===== config.mk =====
export PLATFORM = sky130hd
export DESIGN_NAME = spi_deserializer
export DESIGN_NICKNAME = d
export VERILOG_FILES = /design/src/rtl/spi_deserializer.sv
export SDC_FILE = /design/constraint.sdc
export NUM_CORES = 1
export LEC_CHECK = 0
export BUFFER_PORTS_ARGS = -buffer_cell sky130_fd_sc_hd__clkbuf_2
export CAP_MARGIN = 30
export CORE_UTILIZATION = 29
export DETAILED_ROUTE_END_ITERATION = 8
export GPL_TIMING_DRIVEN = 1
export PLACE_DENSITY = 0.43
export SYNTH_ARGS = -nofsm -noshare
export SYNTH_HDL_FRONTEND = slang
export SYNTH_SLANG_ARGS = --single-unit

===== constraint.sdc =====
create_clock -name clk -period 3 [get_ports clk]
set_clock_uncertainty 0.1 [all_clocks]
set_input_delay 0.15 -clock clk [delete_from_list [all_inputs] [get_ports clk]]
set_output_delay 0.15 -clock clk [all_outputs]
set_load 0.01 [all_outputs]

===== src/rtl/spi_deserializer.sv =====
// Receive-side SPI frame checker: oversamples the serializer's lines on clk, shifts bits
// LSB-first and publishes the word on the rising edge of att_cs/del_cs. Optional abort: SPI_DESER_TIMEOUT_EN.
module spi_deserializer #(
    parameter int Register_Width = 32,
    parameter int Shift_BitCount = 32,
    parameter int Timeout_Cycles = 4096
) (
    input  logic                      clk,
    input  logic                      rst,
    input  logic                      spi_clk,
    input  logic                      data_bit,
    input  logic                      att_cs,
    input  logic                      del_cs,
    output logic [Register_Width-1:0] Data_Out,
    output logic                      Data_Valid,
    output logic                      Att_Hit,
    output logic                      Del_Hit,
    output logic                      Frame_Err,
    output logic                      Busy
);

    localparam int CntW = $clog2(Shift_BitCount + 1);
    localparam logic [CntW-1:0] FullCnt = CntW'(Shift_BitCount);

    function automatic logic [Register_Width-1:0] frame_mask();
        logic [Register_Width-1:0] m;
        for (int i = 0; i < Register_Width; i++) begin
            m[i] = (i < Shift_BitCount);
        end
        return m;
    endfunction

    localparam logic [Register_Width-1:0] FrameMask = frame_mask();

    typedef enum logic [1:0] {
        ST_IDLE,
        ST_SHIFT,
        ST_LATCH,
        ST_WAIT_CS_LOW
    } state_t;

    state_t                    state_q;
    logic [2:0]                sck_sync_q;
    logic [2:0]                att_sync_q;
    logic [2:0]                del_sync_q;
    logic [1:0]                dat_sync_q;
    logic [Register_Width-1:0] shreg_q;
    logic [CntW-1:0]           bit_cnt_q;
    logic                      overrun_q;

    logic                      sck_rise;
    logic                      cs_rise;
    logic                      dat_s;
    logic                      att_s;
    logic                      del_s;
    logic [Register_Width-1:0] dat_vec;
    logic                      tmo_hit;

    always_ff @(posedge clk or posedge rst) begin
        if (rst) begin
            sck_sync_q <= '0;
            att_sync_q <= '0;
            del_sync_q <= '0;
            dat_sync_q <= '0;
        end else begin
            sck_sync_q <= {sck_sync_q[1:0], spi_clk};
            att_sync_q <= {att_sync_q[1:0], att_cs};
            del_sync_q <= {del_sync_q[1:0], del_cs};
            dat_sync_q <= {dat_sync_q[0], data_bit};
        end
    end

    assign dat_s    = dat_sync_q[1];
    assign att_s    = att_sync_q[1];
    assign del_s    = del_sync_q[1];
    assign sck_rise = sck_sync_q[1] & ~sck_sync_q[2];
    // Edge of the combined latch line, so simultaneous att/del pulses give one event.
    assign cs_rise  = (att_s | del_s) & ~(att_sync_q[2] | del_sync_q[2]);
    assign dat_vec  = {{(Register_Width-1){1'b0}}, dat_s};
    assign Busy     = (state_q == ST_SHIFT);

`ifdef SPI_DESER_TIMEOUT_EN
    localparam int TmoW = $clog2(Timeout_Cycles + 1);
    localparam logic [TmoW-1:0] TmoLast = TmoW'(Timeout_Cycles - 1);

    logic [TmoW-1:0] tmo_cnt_q;

    assign tmo_hit = (state_q == ST_SHIFT) && (tmo_cnt_q == TmoLast);

    always_ff @(posedge clk or posedge rst) begin
        if (rst) begin
            tmo_cnt_q <= '0;
        end else if (state_q == ST_SHIFT && !sck_rise && !tmo_hit) begin
            tmo_cnt_q <= tmo_cnt_q + 1'b1;
        end else begin
            tmo_cnt_q <= '0;
        end
    end
`else
    assign tmo_hit = 1'b0;
`endif

    always_ff @(posedge clk or posedge rst) begin
        if (rst) begin
            state_q    <= ST_IDLE;
            shreg_q    <= '0;
            bit_cnt_q  <= '0;
            overrun_q  <= 1'b0;
            Data_Out   <= '0;
            Data_Valid <= 1'b0;
            Att_Hit    <= 1'b0;
            Del_Hit    <= 1'b0;
            Frame_Err  <= 1'b0;
        end else begin
            Data_Valid <= 1'b0;
            Frame_Err  <= 1'b0;
            case (state_q)
                ST_IDLE: begin
                    if (cs_rise) begin
                        Frame_Err <= 1'b1;
                        state_q   <= ST_WAIT_CS_LOW;
                    end else if (sck_rise) begin
                        shreg_q   <= dat_vec;
                        bit_cnt_q <= CntW'(1);
                        state_q   <= ST_SHIFT;
                    end
                end
                ST_SHIFT: begin
                    // A latch edge coinciding with a clock edge wins; that bit is dropped.
                    if (cs_rise) begin
                        state_q <= ST_LATCH;
                    end else if (sck_rise) begin
                        if (bit_cnt_q < FullCnt) begin
                            shreg_q   <= shreg_q | (dat_vec << bit_cnt_q);
                            bit_cnt_q <= bit_cnt_q + 1'b1;
                        end else begin
                            overrun_q <= 1'b1;
                        end
                    end else if (tmo_hit) begin
                        Frame_Err <= 1'b1;
                        shreg_q   <= '0;
                        bit_cnt_q <= '0;
                        overrun_q <= 1'b0;
                        state_q   <= ST_IDLE;
                    end
                end
                ST_LATCH: begin
                    if (bit_cnt_q == FullCnt && !overrun_q) begin
                        Data_Out   <= shreg_q & FrameMask;
                        Data_Valid <= 1'b1;
                        Att_Hit    <= att_s;
                        Del_Hit    <= del_s;
                    end else begin
                        Frame_Err <= 1'b1;
                    end
                    shreg_q   <= '0;
                    bit_cnt_q <= '0;
                    overrun_q <= 1'b0;
                    state_q   <= ST_WAIT_CS_LOW;
                end
                ST_WAIT_CS_LOW: begin
                    if (!att_s && !del_s) begin
                        state_q <= ST_IDLE;
                    end
                end
                default: state_q <= ST_IDLE;
            endcase
        end
    end

endmodule

**After elaboration in Yosys (flattened, before gate mapping)**

Cells that the tools add are included.

- Bits in registers: 88
- Bits of input ports: 6
- Output and inout port bits: 37
- Word-level logic and storage cells: 74

- Add/subtract/negate cells: 1
- $lt $le $gt $ge: 1
- Eq/ne operators: 13
- Shifts and indexed selects: 1
- Mux-type cells: 26
- Bitwise operators: 7
- Reduce and logical (&&, ||, !) cells: 12

Operators with widths:

| operator | number |
|---|---|
| 32-bit 2-to-1 mux | 5 |
| 32-bit case mux with 3 select lines | 1 |
| 32-bit bitwise OR | 1 |
| 1-bit by 6-bit left shift with 32-bit output | 1 |
| 6-bit 2-to-1 mux | 5 |
| 6-bit case mux with 3 select lines | 1 |
| 2-bit inequality test (second input constant) | 5 |
| 2-bit 2-to-1 mux | 4 |
| 2-bit case mux with 4 select lines | 1 |
| 1-bit 2-to-1 mux | 7 |
| 6-bit by 1-bit adder with 6-bit output (second input constant) | 1 |
| 6-bit == test (second input constant) | 1 |
| 6-bit < comparator (second input constant) | 1 |
| 2-bit by 1-bit inequality test with 1-bit output (second input constant) | 3 |
| 6-bit AND reduction | 1 |
| 2-bit == test (second input constant) | 2 |
| 1-bit case mux with 2 select lines | 2 |
| 4-bit AND reduction | 1 |
| 1-bit logical NOT | 3 |
| 3-bit inequality test (second input constant) | 1 |
| 3-bit AND reduction | 1 |
| 3-bit nonzero test | 1 |
| 1-bit bitwise AND | 2 |
| 2-bit by 1-bit == test with 1-bit output (second input constant) | 1 |
| other kinds (6) | 9 |

**Depth between registers and ports, before layout**

- Depth after elaboration: 6
- Mapped depth: 8
- Depth with buffers taken out: 6

**Worst setup path after synthesis**

No wires, ideal clock.

- Path kind: register to register
- From: reg state_q[1]
- To: reg shreg_q[28]
- Library setup time: 0.072 ns
- Data arrival time: 1.791 ns
- Data required time: 2.828 ns
- Path slack: 1.037 ns
- Stages on the path, launching flop included: 8
- Buffers on the path: 1
- Clock period less this slack: 1.963 ns
- Cell sequence: dfrtp_1 inv_1 ha_1 clkbuf_1 or2_2 a211oi_2 a21oi_1 nor2_1

- Longest elaborated chain between the ends: 3
- Elaborated cells on any way between the ends: 11
- Those cells by class: eq/ne (7); mux (1); reduce/logical (3)

RTL lines:

| what | RTL line | text |
|---|---|---|
| from (decl) | 42 | `state_t state_q;` |
| from (signal assigned) | 105 | `state_q <= ST_IDLE;` |
| from (signal assigned) | 121 | `state_q <= ST_WAIT_CS_LOW;` |
| from (signal assigned) | 125 | `state_q <= ST_SHIFT;` |
| 2-bit by 1-bit == test with 1-bit output (*) | n/a |  |
| via Busy | 19 | `output logic Busy` |
| 2-bit by 1-bit inequality test with 1-bit output (no source line), or another cell as far along | n/a |  |
| 6-bit AND reduction (no source line) | n/a |  |
| to (signal assigned) | 123 | `shreg_q <= dat_vec;` |
| to (signal assigned) | 134 | `shreg_q <= shreg_q \| (dat_vec << bit_cnt_q);` |
| to (decl) | 47 | `logic [Register_Width-1:0] shreg_q;` |

Mark *: on every way through the listed nets, which the timed path passes. The rest lies on a longest branch.
A chain may end at the register's enable or synchronous reset.

**Worst setup path after layout**

- From: reg state_q[0]
- To: reg shreg_q[16]

- Longest elaborated chain between the ends: 3
- Elaborated cells on any way between the ends: 11
- Those cells by class: eq/ne (7); mux (1); reduce/logical (3)

RTL lines:

| what | RTL line | text |
|---|---|---|
| 2-bit by 1-bit == test with 1-bit output, or another cell as far along | 117 | `case (state_q)` |
| 2-bit by 1-bit inequality test with 1-bit output (no source line), or another cell as far along | n/a |  |
| 6-bit AND reduction (no source line) | n/a |  |

Several ways; a longest one is shown, not always the timed one.

==> results.ini <==
[min_path]
min_from=dat_sync_q[0]
hold_path_class=reg -> reg

[worst_setup_path]
crit_path_start_kind=flop
slowest_stage=a211oi_2
worstPathRequired_ns=3.16
critPathMaxFanout=8
path_buf_inv=1
cp.arrival_ns=2.47
cp_cell_sequence=inv_1, ha_1, or2_2, a211oi_2, a21oi_1, nor2_1
slowest_delay_ns=0.69
critPathKind=reg -> reg
timing.rr.start=state_q[0]
crit_family=compound AO/OA/AOI/OAI gates
cp-end-kind=flop
worstSetupStartpoint=state_q[0]

[floorplanning]
die_area_um2=12500
fp-row-count=39
die_y_um=112
die_x_um=112
start_util_pct=30.1
boundaryPins=43
core_region_area_um2=11600

[logic_synthesis]
mappedNetlistNets=299
yosys_warnings=0
syn_inst=286
synth-main-ff-cell=dfrtp_1
synth_edf_count=0
async_reset_ff_share_pct=100
syn_area_per_cell_um2=12.2
synth-seq-cells=88
ys_seq_area_share_pct=62.9
synthDistinctLibCells=37
synth_area_um2=3500

[power]
p_leak_nw=2.11
power_density_nw_per_um2=776
swShare_pct=31.7
ir_drop_mv=0.382
p_sw_mw=1.05
power.internal_mw=2.26
clockPowerShare_pct=38.5
power_frac_seq_pct=39.6
combPwrFrac_pct=21.9
p_total_mw=3.31

[cts]
cts_sinks=88
postCtsSetupRepairBufs=0
path_clk_slew_ns=0.06
cts_max_level=3
clk_latency_ns=0.34
cts_buffers=9
cts_tree=done
cts_root_buf=clkbuf_16
clock_path_buffers=2

[layout]
drive_above_1_share_pct=30.6
multi_input_comb_area_um2=1200
ff_latch_area_um2=2200
antenna_cells=0
fillers=1170
syn2layout_area_growth_pct=21.8
nets=353

[sta]
slew_headroom_pct=48.6
finalSetupViolCount=0
fin_setup_tns_ns=0
finalWorstSetupSlack_ns=0.691
slew_viol_final=0
hold_viol=0
fmax_mhz=433
grt_setup_unrepaired=no
tightest_slew_ns=0.769
fin_crit_sh_pct=77.0
period_needed_ns=2.31

[job]
max-cap-violations=0

[placement]
dp_hpwl_um=4900
gp_congestion=0.809
port-buffer-count=42
place_ws_ns=0.680

[drt]
ant_nets=0
via_per_inst=4.77
wl_per_cell_um=15.5
first_pass_iters=6
routed-via-count=2317
drcViolationCount=3
routed_wirelength_um=7550
drt_iter0_drc=104

[grt]
grt_pass1_vias=2302
grt_max_degree=39
grt.total_usage_pct=13.2
grt_pass1_wl_um=12600
grt_overflow=0
grt_antenna_before_repair=0

[status]
status=finished, violations left
violations=DRC

[layout by cell type (no fill, tap or decap), drive strengths merged, types with 6 or more instances in the layout]
cell type,synthesis,layout
nor2,41,41
mux2,34,34
nand2,9,9
a21oi,31,31
inv,12,12
buf,8,6
a31oi,8,8
o21ai,7,7
nor3,7,7
ha,7,7
dfrtp,88,88
clkbuf,2,51
[sequential cells by signal (all words and copies together) (netlist names)]
register	count
dat_sync_q	2
sck_sync_q	3
Att_Hit	1
shreg_q	32
Frame_Err	1
overrun_q	1
bit_cnt_q	6
state_q	2
Data_Valid	1
Del_Hit	1
att_sync_q	3
Data_Out	32
del_sync_q	3
[cell type report]
cell class                      instances  area share [%]
Clock buffer                            9            5.28
Multi-Input combinational cell        176            28.1
Tap cell                              143            4.20
Clock inverter                          5            2.49
Timing Repair Buffer                   53            7.16
Inverter                               12            1.09
Sequential cell                        88            51.7
[per-stage QoR]
step	cell area [µm²]	hold WS [ns]	util, %	instances
finish	4260	0.248	36.7	486
global route	4260	0.255	36.7	486
CTS	4260	0.251	36.7	486
detailed placement	3880	0.148	33.4	467
global placement	3880	0.137	33.4	467
floorplan	3500	0.0814	-	286
[synth_stat cells (2+ instances only)]
cell,number,share of area [%]
buf_2,5,0.71
buf_4,3,0.64
a211oi_2,2,0.71
nor3_1,7,1.0
a21oi_1,30,4.3
ha_1,7,2.5
a31oi_1,8,1.4
mux2_2,34,11
nand2_1,9,0.96
nand3_1,5,0.71
clkbuf_1,2,0.21
nor2_1,41,4.4
dfrtp_1,88,63
o21ai_0,7,1.0
inv_1,12,1.3
nand2b_1,4,0.71
xor2_1,2,0.50
[power groups by stage]
stage               logic [mW]  registers [mW]  clock network [mW]
finish                   0.723            1.31                1.27
global route             0.817            1.32                1.34
CTS                      0.738            1.31                1.30
detailed placement       0.726            1.33                   0
global placement         0.736            1.33                   0
floorplan                0.556            1.30                   0
[path summary, 6_finish.rpt]
| check | cells past startpoint | to | slack, ns |
|---|---|---|---|
| setup / recovery | 6 | shreg_q[16] | 0.69 |
| hold reg to reg | 0 | dat_sync_q[1] | 0.25 |
| setup reg to reg | 6 | shreg_q[16] | 0.69 |
| min in group asynchronous | 3 | shreg_q[0] | 0.31 |
| max in group asynchronous | 4 | Data_Out[11] | 1.68 |
| hold / removal | 0 | dat_sync_q[1] | 0.25 |
[layer usage]
layer | track usage [%] | part of all wire (%) | up-vias
met5 | 0 | 0 | -
met4 | 5.41 | 1.6 | 0
met3 | 3.05 | 3.2 | 10
met2 | 19.8 | 45 | 45
met1 | 18.3 | 51 | 1161
li1 | - | - | 1101
[what timing repair did]
action	in CTS	in global routing
gates resized for setup	0	0
hold endpoints to repair	40	0
hold buffers	5	0
[cell families after synthesis]
| group | count (synthesis) | share of synthesized area, % |
|---|---|---|
| and+or+nand+nor | 72 | 8.97 |
| adders and majority gates | 7 | 2.50 |
| muxes | 34 | 10.9 |
| buffers and inverters | 22 | 2.86 |
| DFF | 88 | 62.9 |
| xor gates and xnor gates | 2 | 0.500 |
| AOI/OAI and AO/OA | 61 | 11.3 |
Note: power is estimated with default switching activity, not from simulation.
